===== config.mk =====
export PLATFORM = sky130hd
export DESIGN_NAME = pif_xbus_arb
export DESIGN_NICKNAME = d
export VERILOG_FILES = /design/src/rtl/pif_xbus_arb_pkg.sv /design/src/rtl/pif_rr_arb2.sv /design/src/rtl/pif_xbus_arb.sv
export SDC_FILE = /design/constraint.sdc
export NUM_CORES = 1
export LEC_CHECK = 0
export ABC_AREA = 1
export CAP_MARGIN = 10
export CORE_MARGIN = 2
export CORE_UTILIZATION = 30
export CTS_CLUSTER_DIAMETER = 200
export DETAILED_ROUTE_END_ITERATION = 8
export PLACE_DENSITY = 0.68
export SYNTH_ARGS = -nofsm -noshare
export SYNTH_HDL_FRONTEND = slang
export SYNTH_HIERARCHICAL = 1
export SYNTH_SLANG_ARGS = --single-unit

===== constraint.sdc =====
create_clock -name xclk -period 1.6 [get_ports xclk]
set_clock_uncertainty 0.05 [all_clocks]
set_input_delay 0.16 -clock xclk [delete_from_list [all_inputs] [get_ports xclk]]
set_output_delay 0.16 -clock xclk [all_outputs]
set_load 0.01 [all_outputs]

===== src/rtl/pif_xbus_arb_pkg.sv =====
// pif_xbus_arb_pkg
// Shared definitions for the PIF XI bus arbiter: sequencer state encodings,
// the default register-file read latency and the wait-counter width.
// Optional build macro used by this slice: PIF_ARB_FIXED_PRIO_EN (see pif_rr_arb2).
package pif_xbus_arb_pkg;

  typedef enum logic [2:0] {
    PIF_ARB_IDLE    = 3'd0,
    PIF_ARB_WR      = 3'd1,
    PIF_ARB_RD_WAIT = 3'd2,
    PIF_ARB_CAPT    = 3'd3,
    PIF_ARB_DONE    = 3'd4
  } pif_arb_state_e;

  // Register-file pipeline latency from XI address valid to XO valid.
  localparam int unsigned PIF_XI_RD_LAT = 5;

  // Wait counter width; covers the legal RD_LAT range 1..15.
  localparam int unsigned PIF_ARB_CNT_W = 4;

endpackage


===== src/rtl/pif_rr_arb2.sv =====
// pif_rr_arb2
// Two-way grant select with a registered last-grant pointer.
//   xclk      : clock
//   sys_rst   : asynchronous active-low reset (pointer resets to 1 so r0 wins first)
//   i_req0/1  : requests
//   i_take    : the selection is accepted this cycle; pointer updates
//   o_sel     : selected requester (0 = r0, 1 = r1), valid when any request is high
// Build macro PIF_ARB_FIXED_PRIO_EN: r0 always wins contention, pointer ignored.
module pif_rr_arb2 (
  input  logic xclk,
  input  logic sys_rst,
  input  logic i_req0,
  input  logic i_req1,
  input  logic i_take,
  output logic o_sel
);

  logic r_last_gnt;

  always_ff @(posedge xclk or negedge sys_rst) begin
    if (!sys_rst) begin
      r_last_gnt <= 1'b1;
    end else if (i_take) begin
      r_last_gnt <= o_sel;
    end
  end

  always_comb begin
    o_sel = 1'b0;
    if (i_req1 && !i_req0) begin
      o_sel = 1'b1;
    end else if (i_req0 && i_req1) begin
`ifdef PIF_ARB_FIXED_PRIO_EN
      o_sel = 1'b0;
`else
      // Contention: whoever was not granted last time wins.
      o_sel = ~r_last_gnt;
`endif
    end
  end

endmodule


===== src/rtl/pif_xbus_arb.sv =====
// pif_xbus_arb
// Two-requester arbiter and sequencer for the PIF XI register bus.
// Grants one requester at a time, latches its command into the XI registers,
// issues a one-cycle write strobe or waits RD_LAT cycles for XO, captures the
// readback into the owner's rdata and pulses the owner's done.
// Ports:
//   xclk, sys_rst (async active-low)
//   rN_req/we/addr/suba/wdata : requester N command (held until rN_done)
//   rN_gnt, rN_done           : one-cycle accept / complete pulses
//   rN_rdata                  : last read result for requester N
//   xi_pwr, xi_prwa, xi_prdsuba, xi_pd, xi_prdfinished : XI bus outputs
//   xo                        : register-file readback
//   busy                      : sequencer not idle
// Build macro PIF_ARB_FIXED_PRIO_EN (in pif_rr_arb2): fixed r0 priority.
module pif_xbus_arb
  import pif_xbus_arb_pkg::*;
#(
  parameter int unsigned AW     = 8,
  parameter int unsigned SUBW   = 4,
  parameter int unsigned DW     = 8,
  parameter int unsigned RD_LAT = PIF_XI_RD_LAT
) (
  input  logic            xclk,
  input  logic            sys_rst,
  input  logic            r0_req,
  input  logic            r1_req,
  input  logic            r0_we,
  input  logic            r1_we,
  input  logic [AW-1:0]   r0_addr,
  input  logic [AW-1:0]   r1_addr,
  input  logic [SUBW-1:0] r0_suba,
  input  logic [SUBW-1:0] r1_suba,
  input  logic [DW-1:0]   r0_wdata,
  input  logic [DW-1:0]   r1_wdata,
  output logic            r0_gnt,
  output logic            r1_gnt,
  output logic            r0_done,
  output logic            r1_done,
  output logic [DW-1:0]   r0_rdata,
  output logic [DW-1:0]   r1_rdata,
  output logic            xi_pwr,
  output logic [AW-1:0]   xi_prwa,
  output logic [SUBW-1:0] xi_prdsuba,
  output logic [DW-1:0]   xi_pd,
  output logic            xi_prdfinished,
  input  logic [DW-1:0]   xo,
  output logic            busy
);

  localparam int unsigned CW = PIF_ARB_CNT_W;
  localparam logic [CW-1:0] LAT = CW'(RD_LAT);

  pif_arb_state_e  r_state, w_next;
  logic [CW-1:0]   r_cnt;
  logic            r_owner;
  logic [1:0]      r_gnt;
  logic [AW-1:0]   r_prwa;
  logic [SUBW-1:0] r_suba;
  logic [DW-1:0]   r_pd;
  logic [DW-1:0]   r_rdata0;
  logic [DW-1:0]   r_rdata1;
  logic            w_sel;
  logic            w_take;
  logic            w_sel_we;

  assign w_take   = (r_state == PIF_ARB_IDLE) && (r0_req || r1_req);
  assign w_sel_we = w_sel ? r1_we : r0_we;

  pif_rr_arb2 u_arb (
    .xclk    (xclk),
    .sys_rst (sys_rst),
    .i_req0  (r0_req),
    .i_req1  (r1_req),
    .i_take  (w_take),
    .o_sel   (w_sel)
  );

  always_ff @(posedge xclk or negedge sys_rst) begin
    if (!sys_rst) begin
      r_state <= PIF_ARB_IDLE;
    end else begin
      r_state <= w_next;
    end
  end

  always_comb begin
    w_next         = r_state;
    xi_pwr         = 1'b0;
    xi_prdfinished = 1'b0;
    r0_done        = 1'b0;
    r1_done        = 1'b0;
    busy           = (r_state != PIF_ARB_IDLE);
    case (r_state)
      PIF_ARB_IDLE: begin
        if (w_take) w_next = w_sel_we ? PIF_ARB_WR : PIF_ARB_RD_WAIT;
      end
      PIF_ARB_WR: begin
        xi_pwr = 1'b1;
        w_next = PIF_ARB_DONE;
      end
      PIF_ARB_RD_WAIT: begin
        if (r_cnt == LAT) w_next = PIF_ARB_CAPT;
      end
      PIF_ARB_CAPT: begin
        xi_prdfinished = 1'b1;
        w_next         = PIF_ARB_DONE;
      end
      PIF_ARB_DONE: begin
        r0_done = ~r_owner;
        r1_done = r_owner;
        w_next  = PIF_ARB_IDLE;
      end
      default: w_next = PIF_ARB_IDLE;
    endcase
  end

  // Command latch, grant pulse, wait counter and readback capture.
  always_ff @(posedge xclk or negedge sys_rst) begin
    if (!sys_rst) begin
      r_cnt    <= '0;
      r_owner  <= 1'b0;
      r_gnt    <= '0;
      r_prwa   <= '0;
      r_suba   <= '0;
      r_pd     <= '0;
      r_rdata0 <= '0;
      r_rdata1 <= '0;
    end else begin
      r_gnt <= '0;
      if (w_take) begin
        r_owner <= w_sel;
        r_gnt   <= w_sel ? 2'b10 : 2'b01;
        r_prwa  <= w_sel ? r1_addr  : r0_addr;
        r_suba  <= w_sel ? r1_suba  : r0_suba;
        r_pd    <= w_sel ? r1_wdata : r0_wdata;
        r_cnt   <= CW'(1);
      end
      if (r_state == PIF_ARB_RD_WAIT && r_cnt != LAT) begin
        r_cnt <= r_cnt + CW'(1);
      end
      if (r_state == PIF_ARB_CAPT) begin
        r_cnt <= '0;
        if (r_owner) r_rdata1 <= xo;
        else         r_rdata0 <= xo;
      end
    end
  end

  assign r0_gnt     = r_gnt[0];
  assign r1_gnt     = r_gnt[1];
  assign r0_rdata   = r_rdata0;
  assign r1_rdata   = r_rdata1;
  assign xi_prwa    = r_prwa;
  assign xi_prdsuba = r_suba;
  assign xi_pd      = r_pd;

endmodule


==> reports/qor.txt, run 1 <==
Placed cell areas - 3420 um^2
Post-DP HPWL - 4.21 mm
Tot GR Track Use - 0.136
YS warnings - 6
Count of cell types in the netlist - 25
CTS Buf Count - 5
Critical Path AT - 1300 ps
Worst reg2reg path startpoint - u_arb/r_last_gnt$_DFFE_PN1P_
Worst Path Buf+Inv - 2
Power Total - 6.27 mW
P_sw - 2.25 mW
# diodes - 0
Worst skew pair latency - 290 ps
Clk pin slew, worst setup/hold paths - 90 ps
Die area - 8290 um^2
Max-cap violations - 0
Share of layout cells above drive strength 1 - 0.129
Ys async rst share - 1.00
Grt ovf - 0
Die height - 91.0 um
Power density over cell area - 1760 nW/um^2
Largest cells by area after synthesis - dfrtp_1 51%, nand2_1 25%, o21ai_2 6.2%, inv_1 2.8%, nand2_4 1.5%
Port bufs - 96
Final hold viol count - 0
Crit path launch - r_state[0]$_DFFE_PN0P_
Initial antenna violation count - 0
Leakage power - 1.80 nW
First-pass GRT wire length - 9.19 mm
Final Max Tran Viols - 0
Iter 0 DRT Violations - 54
Most common flop cell mapped by yosys - dfrtp_1
Post-Synth XOR/XNOR Area - 0.00771
Fin Hold WS - 271 ps
CTS max path bufs - 2
DRC - 0
Final setup vio count - 0
CP cell instances - inv_2 -> nand3_1 -> nor2_1 -> dlygate4sd2_1
Syn avg cell area - 8.11 um^2
Combinational fraction of design power - 0.503
Pre-Repair DR Iteration Count - 4
Startpoint Class - flop
Core area - 7290 um^2
Kind of critical path - flop to output pin
# rows - 31
Outcome - complete, no violations
Mapped cell area - 2270 um^2
Adder-Cell Fraction of Synth Area - 0.0110
Worst setup margin - 91.4 ps
Antenna Violating Nets Remaining - 0
Post-synthesis mux area share - 0
Synth Net Count - 336
Sw frac - 0.359
Clock sink count - 47
Dpl cells - 477
WL/cell - 10.9 um
Post-Route WL - 5.32 mm
CP max-delay cell - dfrtp_1
Final period util - 0.943
Largest family of logic cells by synthesized area - simple AND/OR/NAND/NOR gates
RSZ-0062 raised after global routing - no
Post-Synth Simple-Gate Area - 0.327
DP Worst Slack - 63.2 ps
CTS H-tree depth - 2
Initial Util - 0.312
Design Area, Final - 3570 um^2
# IOs - 97
Worst-path fanout max - 4
Flops & latches, synth - 47
Top cell type's share of synthesized area - 0.507
Hold WC Path Type - primary input to asynchronous set/reset pin
Routability cong. - 0.768
Post-synth EDFFs - 0
Root Driver - clkbuf_8
CTS tree - done
FMAX - 663 MHz
Fin util - 0.490
Seq pwr share - 0.336
Clock network power share - 0.161
Top-count cell post-synth - nand2_1
Internal Pwr Total - 4.02 mW
Final nets - 443
Most frequent cells after synthesis - 154 x nand2_1, 46 x dfrtp_1, 17 x inv_1
Largest area contributor in the netlist - dfrtp_1
Slew headroom - 0.737
Required time of the critical path - 1390 ps
Setup_tns - 0 ps
Compound-gate portion of the synthesized area - 0.0710
Cell family with most CP delay - flip-flops
Sequential cell area fraction in the yosys report - 0.518
Clock period minus worst slack - 1510 ps
Worst VDD drop - 0.627 mV
Cells after Synth - 280
Area Overhead vs Synth - 57.2%
Worst Tran Pin Value - 395 ps
Non-filler cells, final - 487
Largest net degree at the start of global routing - 33
Via/cell ratio - 4.16
Crit path largest cell delay - 430 ps
Via count of the first global-routing pass - 2018
Crit end category - output pin
Via count - 2027
Die X - 91.0 um
worst reg2reg max path: cells and delay by family (launching register included):
family / cells / cell delay (ps)
buf+inv: 2 / 300
flops: 1 / 540
simple gates: 6 / 440
per-layer routing:
layer  global-route usage  wire length [um]
met5                    0                 0
met2                0.241              2610
met1                0.163              2350
met3               0.0407               329
met4               0.0303                34
state kept, by name (all words and copies together), names as in the netlist:
name,flops
u_arb/r_last_gnt,1
r_state,3
r1_rdata,8
xi_prwa,8
xi_pd,8
r_cnt,4
r_gnt,2
r0_rdata,8
xi_prdsuba,4
r_owner,1
path summary, 6_finish.rpt:
path / to / slack, ps / cells after the start
worst max-delay path: r0_done / 90 / 4
worst min-delay path: xi_pd[6]$_DFFE_PN0P_ / 270 / 2
worst max register to register: xi_prdsuba[1]$_DFFE_PN0P_ / 210 / 8
worst min register to register: xi_prwa[0]$_DFFE_PN0P_ / 430 / 2
max in group asynchronous: r_state[2]$_DFFE_PN0P_ / 740 / 3
min in group xclk: r0_rdata[6]$_DFFE_PN0P_ / 400 / 3
logic make-up (layout without fill, tap and decap cells):
family / count (synthesis) / in the layout
adders and majority gates: 2 / 2
DFF: 47 / 47
and+or+nand+nor: 179 / 179
buffers and inverters: 30 / 138
AOI/OAI and AO/OA: 20 / 20
xor gates and xnor gates: 2 / 2
cell usage in the layout (no fill, tap or decap), types with 3 or more instances in the layout:
master,n
buf_12,4
buf_4,9
clkbuf_8,5
clkdlybuf4s50_1,90
dfrtp_1,45
dlygate4sd2_1,3
inv_1,17
nand2_1,154
nand2_4,3
nand3_1,5
nand4_1,3
nor2_1,8
o21ai_2,16
repair_timing:
| item | CTS | global route |
|---|---|---|
| hold endpoints to repair | 14 | 0 |
| buffers inserted | 1 | 0 |
| hold buffers | 1 | 0 |
| endpoints found under the setup margin | 5 | 2 |
| resized for setup | 6 | 3 |
| pin swaps | 0 | 1 |
final cells by class:
cell class / count / area [um^2]
Fill cell: 741 / 3720
Sequential cell: 47 / 1180
Timing Repair Buffer: 110 / 1100
Multi-Input combinational cell: 203 / 947
Tap cell: 99 / 124
Inverter: 20 / 80.1
Clock buffer: 5 / 68.8
Clock inverter: 3 / 67.6
power groups by stage:
stage / clock network (mW) / logic (mW) / registers, mW
floorplan: 0 / 1.35 / 2.32
global placement: 0 / 3.15 / 2.12
detailed placement: 0 / 3.21 / 2.13
CTS: 1.05 / 3.21 / 2.11
global route: 1.10 / 3.48 / 2.19
finish: 1.01 / 3.15 / 2.11
Note: power is estimated with default switching activity, not from simulation.
==> run 2: changes to the inputs <==
--- a/config.mk
+++ b/config.mk
@@ -7,9 +7,9 @@
 export LEC_CHECK = 0
 export ABC_AREA = 1
 export CAP_MARGIN = 10
+export CORE_ASPECT_RATIO = 1.1
 export CORE_MARGIN = 2
 export CORE_UTILIZATION = 30
-export CTS_CLUSTER_DIAMETER = 200
 export DETAILED_ROUTE_END_ITERATION = 8
 export PLACE_DENSITY = 0.68
 export SYNTH_ARGS = -nofsm -noshare
==> run 2 against run 1 <==
Against the previous run: utilization decreased by 1.7 points; critical path depth decreased by 1; routed wire length increased by 5.6%; register-to-register slack got worse by 40 ps; sequential power about the same; non-clock buffer count increased by 1; die area about the same; fmax decreased by 1.0%.
==> reports/qor.txt, run 2 (synthesis gave the netlist of run 1 again) <==
Slew headroom - 0.734 (was 0.737)
Hold WC Path Type - primary input to asynchronous set/reset pin (unchanged)
Area Overhead vs Synth - 53.6% (was 57.2%)
Critical Path AT - 1310 ps (was 1300 ps)
Tot GR Track Use - 0.140 (was 0.136)
CTS max path bufs - 2 (unchanged)
Leakage power - 1.77 nW (was 1.80 nW)
Die X - 87.0 um (was 91.0 um)
Most frequent cells in the layout - 154 x nand2_1, 90 x clkdlybuf4s50_1, 45 x dfrtp_1 (unchanged)
Fillcell total - 733 (was 741)
# diodes - 0 (unchanged)
Setup slack, reg-to-reg - 170 ps (was 210 ps)
Worst-path fanout max - 6 (was 4)
Commonest non-fill, non-tap cell in the layout - nand2_1 (unchanged)
Final nets - 444 (was 443)
Post-Route WL - 5.62 mm (was 5.32 mm)
Crit end category - output pin (unchanged)
# rows - 33 (was 31)
Via count - 2091 (was 2027)
Die height - 95.3 um (was 91.0 um)
Initial Util - 0.307 (was 0.312)
FMAX - 656 MHz (was 663 MHz)
# IOs - 97 (unchanged)
Initial antenna violation count - 0 (unchanged)
Final period util - 0.953 (was 0.943)
Setup bufs post-CTS - 0 (was 1)
Clock sink count - 47 (unchanged)
Worst skew pair latency - 300 ps (was 290 ps)
Root Driver - clkbuf_8 (unchanged)
First-pass GRT wire length - 9.14 mm (was 9.19 mm)
Outcome - complete, no violations (unchanged)
Via count of the first global-routing pass - 1995 (was 2018)
Worst Tran Pin Value - 399 ps (was 395 ps)
Max-cap violations - 0 (unchanged)
Startpoint Class - flop (unchanged)
Final Max Tran Viols - 0 (unchanged)
FF-to-FF path depth - 8 (unchanged)
CTS H-tree depth - 2 (unchanged)
Largest net degree at the start of global routing - 32 (was 33)
RR Endpoint - xi_pd[4]$_DFFE_PN0P_ (was xi_prdsuba[1]$_DFFE_PN0P_)
Clock period minus worst slack - 1520 ps (was 1510 ps)
CP max-delay cell - dfrtp_2 (was dfrtp_1)
Required time of the critical path - 1390 ps (about the same)
Non-filler cells, final - 476 (was 487)
Setup_tns - 0 ps (unchanged)
Iter 0 DRT Violations - 59 (was 54)
Final setup vio count - 0 (unchanged)
DRC - 0 (unchanged)
Core area - 7390 um^2 (was 7290 um^2)
Post-DP HPWL - 4.36 mm (was 4.21 mm)
Worst reg2reg path startpoint - u_arb/r_last_gnt$_DFFE_PN1P_ (unchanged)
Crit path largest cell delay - 470 ps (was 430 ps)
Via/cell ratio - 4.39 (was 4.16)
Die area - 8290 um^2 (about the same)
Port bufs - 96 (unchanged)
CTS Buf Count - 5 (unchanged)
Final hold viol count - 0 (unchanged)
RSZ-0062 raised after global routing - no (unchanged)
Kind of critical path - flop to output pin (unchanged)
CTS tree - done (unchanged)
Power density over cell area - 1700 nW/um^2 (was 1760 nW/um^2)
Dpl cells - 467 (was 477)
Worst VDD drop - 0.597 mV (was 0.627 mV)
Grt ovf - 0 (unchanged)
CP cell instances - nor2_4 -> nand2_1 -> dlygate4sd2_1 (was inv_2 -> nand3_1 -> nor2_1 -> dlygate4sd2_1)
Clk pin slew, worst setup/hold paths - 90 ps (about the same)
Share of layout cells above drive strength 1 - 0.134 (was 0.129)
Routability cong. - 0.813 (was 0.768)
Antenna Violating Nets Remaining - 0 (unchanged)
Pre-Repair DR Iteration Count - 4 (unchanged)
WL/cell - 11.8 um (was 10.9 um)
==> run 2: changes by cell type in the layout (fill, tap and decap cells not counted), sizes merged <==
cell | previous run | this run
buf | 14 | 15
bufinv | 2 | 0
clkbuf | 6 | 7
clkinvlp | 1 | 2
dlygate4sd2 | 3 | 2
inv | 20 | 21
==> run 2: cell type report <==
class,count,area (um^2),area share
Timing Repair Buffer,111,1080,0.310
Sequential cell,47,1180,0.338
Clock inverter,3,23.8,0.00681
Inverter,20,80.1,0.0229
Tap cell,87,109,0.0312
Multi-Input combinational cell,203,947,0.271
Clock buffer,5,68.8,0.0197
==> run 2: stage by stage <==
step | area, um^2 | hold slack (ps) | util | setup slack, ps | total power [mW]
2_1_floorplan | 2270 | -186 | - | 184 | 3.68
3_3_place_gp | 3400 | 54.3 | 0.460 | 71.9 | 5.23
3_5_place_dp | 3400 | 54.5 | 0.460 | 46.2 | 5.28
4_1_cts | 3500 | 294 | 0.473 | 30.6 | 6.03
5_1_grt | 3490 | 319 | 0.472 | 0.854 | 6.45
6_report | 3490 | 283 | 0.472 | 75.9 | 5.95
==> run 2: what timing repair did <==
action | CTS | global route
gates resized for setup | 6 | 5
gates cloned | 0 | 0
pin swaps | 1 | 0
endpoints found under the setup margin | 5 | 3
hold endpoints to repair | 15 | 0
hold buffers | 1 | 0
==> run 2: layer usage <==
layer / up-vias / wire length, um / global-route usage
met3: 6 / 259 / 0.0346
li1: 1067 / - / -
met5: - / 0 / 0
met1: 960 / 2340 / 0.164
met2: 58 / 2950 / 0.253
met4: 0 / 69 / 0.0391
==> run 2: how the worst max path moves through the flow <==
| stage | to | start |
|---|---|---|
| after CTS | xi_prdfinished | r_state[0]$_DFFE_PN0P_ |
| after detailed placement | xi_pd[4]$_DFFE_PN0P_ | r1_req |
| after global routing | busy | r_state[2]$_DFFE_PN0P_ |
| after floorplan | xi_pd[1]$_DFFE_PN0P_ | u_arb/r_last_gnt$_DFFE_PN1P_ |
| after global placement | xi_pd[4]$_DFFE_PN0P_ | r0_req |
| final | busy | r_state[2]$_DFFE_PN0P_ |
==> run 2: report_power, final <==
group / leakage [nW] / internal (mW) / switching [mW]
Sequential: 0.579 / 1.76 / 0.370
Clock: 0.0408 / 0.313 / 0.435
Combinational: 1.15 / 1.58 / 1.49
==> run 2: worst max-delay path, delay by kind of cell (launching register included) <==
| kind | cells | cell delay (ps) |
|---|---|---|
| simple gates | 2 | 260 |
| buf+inv | 1 | 290 |
| flops | 1 | 470 |
==> run 3: changes to the inputs <==
--- a/config.mk
+++ b/config.mk
@@ -8,10 +8,10 @@
 export ABC_AREA = 1
 export CAP_MARGIN = 10
 export CORE_ASPECT_RATIO = 1.1
-export CORE_MARGIN = 2
 export CORE_UTILIZATION = 30
 export DETAILED_ROUTE_END_ITERATION = 8
-export PLACE_DENSITY = 0.68
+export DONT_BUFFER_PORTS = 1
+export PLACE_DENSITY = 0.52
 export SYNTH_ARGS = -nofsm -noshare
 export SYNTH_HDL_FRONTEND = slang
 export SYNTH_HIERARCHICAL = 1
==> run 3 against run 2 <==
Against the previous run: the flow now finishes with violations (design-rule violations); routed wire length fell by 12%; critical path depth did not move; fmax rose by 2.0%; clock power rose by 20%; power fell by 17%; final cell count fell by 19%; die area fell by 4.4%.
==> reports/qor.txt, run 3 (synthesis gave the netlist of run 1 again) <==
Outcome - finished with violations (was complete, no violations)
Failing checks - design-rule violations
Leakage power - 1.44 nW (was 1.77 nW)
Crit end category - output pin (unchanged)
Max-cap violations - 0 (unchanged)
Via count - 1766 (was 2091)
# diodes - 0 (unchanged)
# IOs - 97 (unchanged)
First-pass GRT wire length - 8.34 mm (was 9.14 mm)
Initial antenna violation count - 0 (unchanged)
FMAX - 669 MHz (was 656 MHz)
Fin Hold WS - 13.3 ps (was 283 ps)
Clock sink count - 47 (unchanged)
Worst Path Buf+Inv - 1 (unchanged)
Final hold viol count - 0 (unchanged)
Worst skew pair latency - 290 ps (was 300 ps)
Hold WC Path Type - primary input to flop (was primary input to asynchronous set/reset pin)
Pre-Repair DR Iteration Count - 7 (was 4)
Antenna Violating Nets Remaining - 0 (unchanged)
# rows - 32 (was 33)
Core area - 7170 um^2 (was 7390 um^2)
Multi-input logic area - 947 um^2 (unchanged)
Slew headroom - 0.690 (was 0.734)
Clk pin slew, worst setup/hold paths - 80 ps (was 90 ps)
Final period util - 0.934 (was 0.953)
Iter 0 DRT Violations - 64 (was 59)
Fillcell total - 748 (was 733)
Largest net degree at the start of global routing - 48 (was 32)
Critical Path AT - 1280 ps (was 1310 ps)
Setup_tns - 0 ps (unchanged)
CP cell instances - inv_1 -> nand3_1 -> nor2_1 (was nor2_4 -> nand2_1 -> dlygate4sd2_1)
Required time of the critical path - 1390 ps (about the same)
CTS H-tree depth - 2 (unchanged)
Post-DP HPWL - 3.46 mm (was 4.36 mm)
CP max-delay cell - dfrtp_1 (was dfrtp_2)
DRC - 6 (was 0)
Storage cell area - 1180 um^2 (about the same)
Post-Route WL - 4.94 mm (was 5.62 mm)
RSZ-0062 raised after global routing - no (unchanged)
Worst-path fanout max - 5 (was 6)
WL/cell - 12.8 um (was 11.8 um)
Commonest non-fill, non-tap cell in the layout - nand2_1 (unchanged)
Clock period minus worst slack - 1490 ps (was 1520 ps)
Worst VDD drop - 0.601 mV (was 0.597 mV)
Root Driver - clkbuf_8 (unchanged)
Crit path largest cell delay - 460 ps (was 470 ps)
Die X - 85.0 um (was 87.0 um)
Startpoint Class - flop (unchanged)
Setup bufs post-CTS - 0 (unchanged)
Port bufs - 0 (was 96)
CTS resizes - 0 (was 6)
Die height - 93.3 um (was 95.3 um)
Share of layout cells above drive strength 1 - 0.137 (was 0.134)
CTS Buf Count - 5 (unchanged)
Final setup vio count - 0 (unchanged)
Via count of the first global-routing pass - 1773 (was 1995)
Cell family with most CP delay - flip-flops (unchanged)
Final Max Tran Viols - 0 (unchanged)
Tot GR Track Use - 0.137 (was 0.140)
Grt ovf - 0 (unchanged)
Routability cong. - 0.716 (was 0.813)
Area Overhead vs Synth - 16.7% (was 53.6%)
Initial Util - 0.317 (was 0.307)
CTS max path bufs - 2 (unchanged)
Power Total - 4.95 mW (was 5.95 mW)
Kind of critical path - flop to output pin (unchanged)
Final nets - 355 (was 444)
Hold buffer count at CTS - 16 (was 1)
Die area - 7930 um^2 (was 8290 um^2)
CTS tree - done (unchanged)
Power density over cell area - 1870 nW/um^2 (was 1700 nW/um^2)
Most frequent cells in the layout - 154 x nand2_1, 46 x dfrtp_1, 17 x inv_1 (was 154 x nand2_1, 90 x clkdlybuf4s50_1, 45 x dfrtp_1)
Via/cell ratio - 4.59 (was 4.39)
Worst Tran Pin Value - 461 ps (was 399 ps)
==> run 3: power breakdown <==
group | switching (mW) | internal [mW]
clock | 0.390 | 0.506
sequential | 0.661 | 1.76
combinational | 1.03 | 0.611
total | 2.08 | 2.87
==> run 3: metal layers <==
metal  wire length [um]  track usage  vias to the layer above
li1                   -            -                      893
met2               2440        0.237                       62
met4                100       0.0579                        0
met3                309       0.0353                        9
met5                  0            0                        -
met1               2090        0.159                      802
==> run 3: through the flow <==
| stage | util | cell area [um^2] | instances | setup WS (ps) |
|---|---|---|---|---|
| final | 0.370 | 2650 | 385 | 105 |
| after global routing | 0.370 | 2650 | 385 | 11.5 |
| after CTS | 0.370 | 2650 | 385 | 90.9 |
| after detailed placement | 0.329 | 2360 | 361 | 152 |
| after global placement | 0.329 | 2360 | 361 | 217 |
| after floorplan | - | 2270 | 280 | 184 |
==> run 3: path summary, 6_finish.rpt <==
kind                                                   start                      endpoint  slack, ps  depth (start not counted)
max in group asynchronous                            sys_rst  u_arb/r_last_gnt$_DFFE_PN1P_        920                          2
min in group asynchronous                            sys_rst          xi_pd[4]$_DFFE_PN0P_        320                          2
worst max register to register  u_arb/r_last_gnt$_DFFE_PN1P_        r_state[0]$_DFFE_PN0P_        120                          8
worst min register to register  u_arb/r_last_gnt$_DFFE_PN1P_  u_arb/r_last_gnt$_DFFE_PN1P_        420                          2
worst max-delay path                  r_state[1]$_DFFE_PN0P_                       r1_done        110                          3
worst min-delay path                              r0_addr[0]        xi_prwa[0]$_DFFE_PN0P_         10                          4
==> run 3: area by class of cell <==
type,instances,area share
flip-flops and latches,47,0.444
multi-input cells,203,0.357
repair buffers,22,0.0840
well taps,85,0.0401
clock buffers,6,0.0311
inverters,20,0.0302
clock inverters,2,0.0132
==> run 3: worst register-to-register path: cells and delay by family (launching register included) <==
kind,cells,cell delay (ps)
simple gates,5,500
buf+inv,2,260
flops,1,530
compound gates,1,70
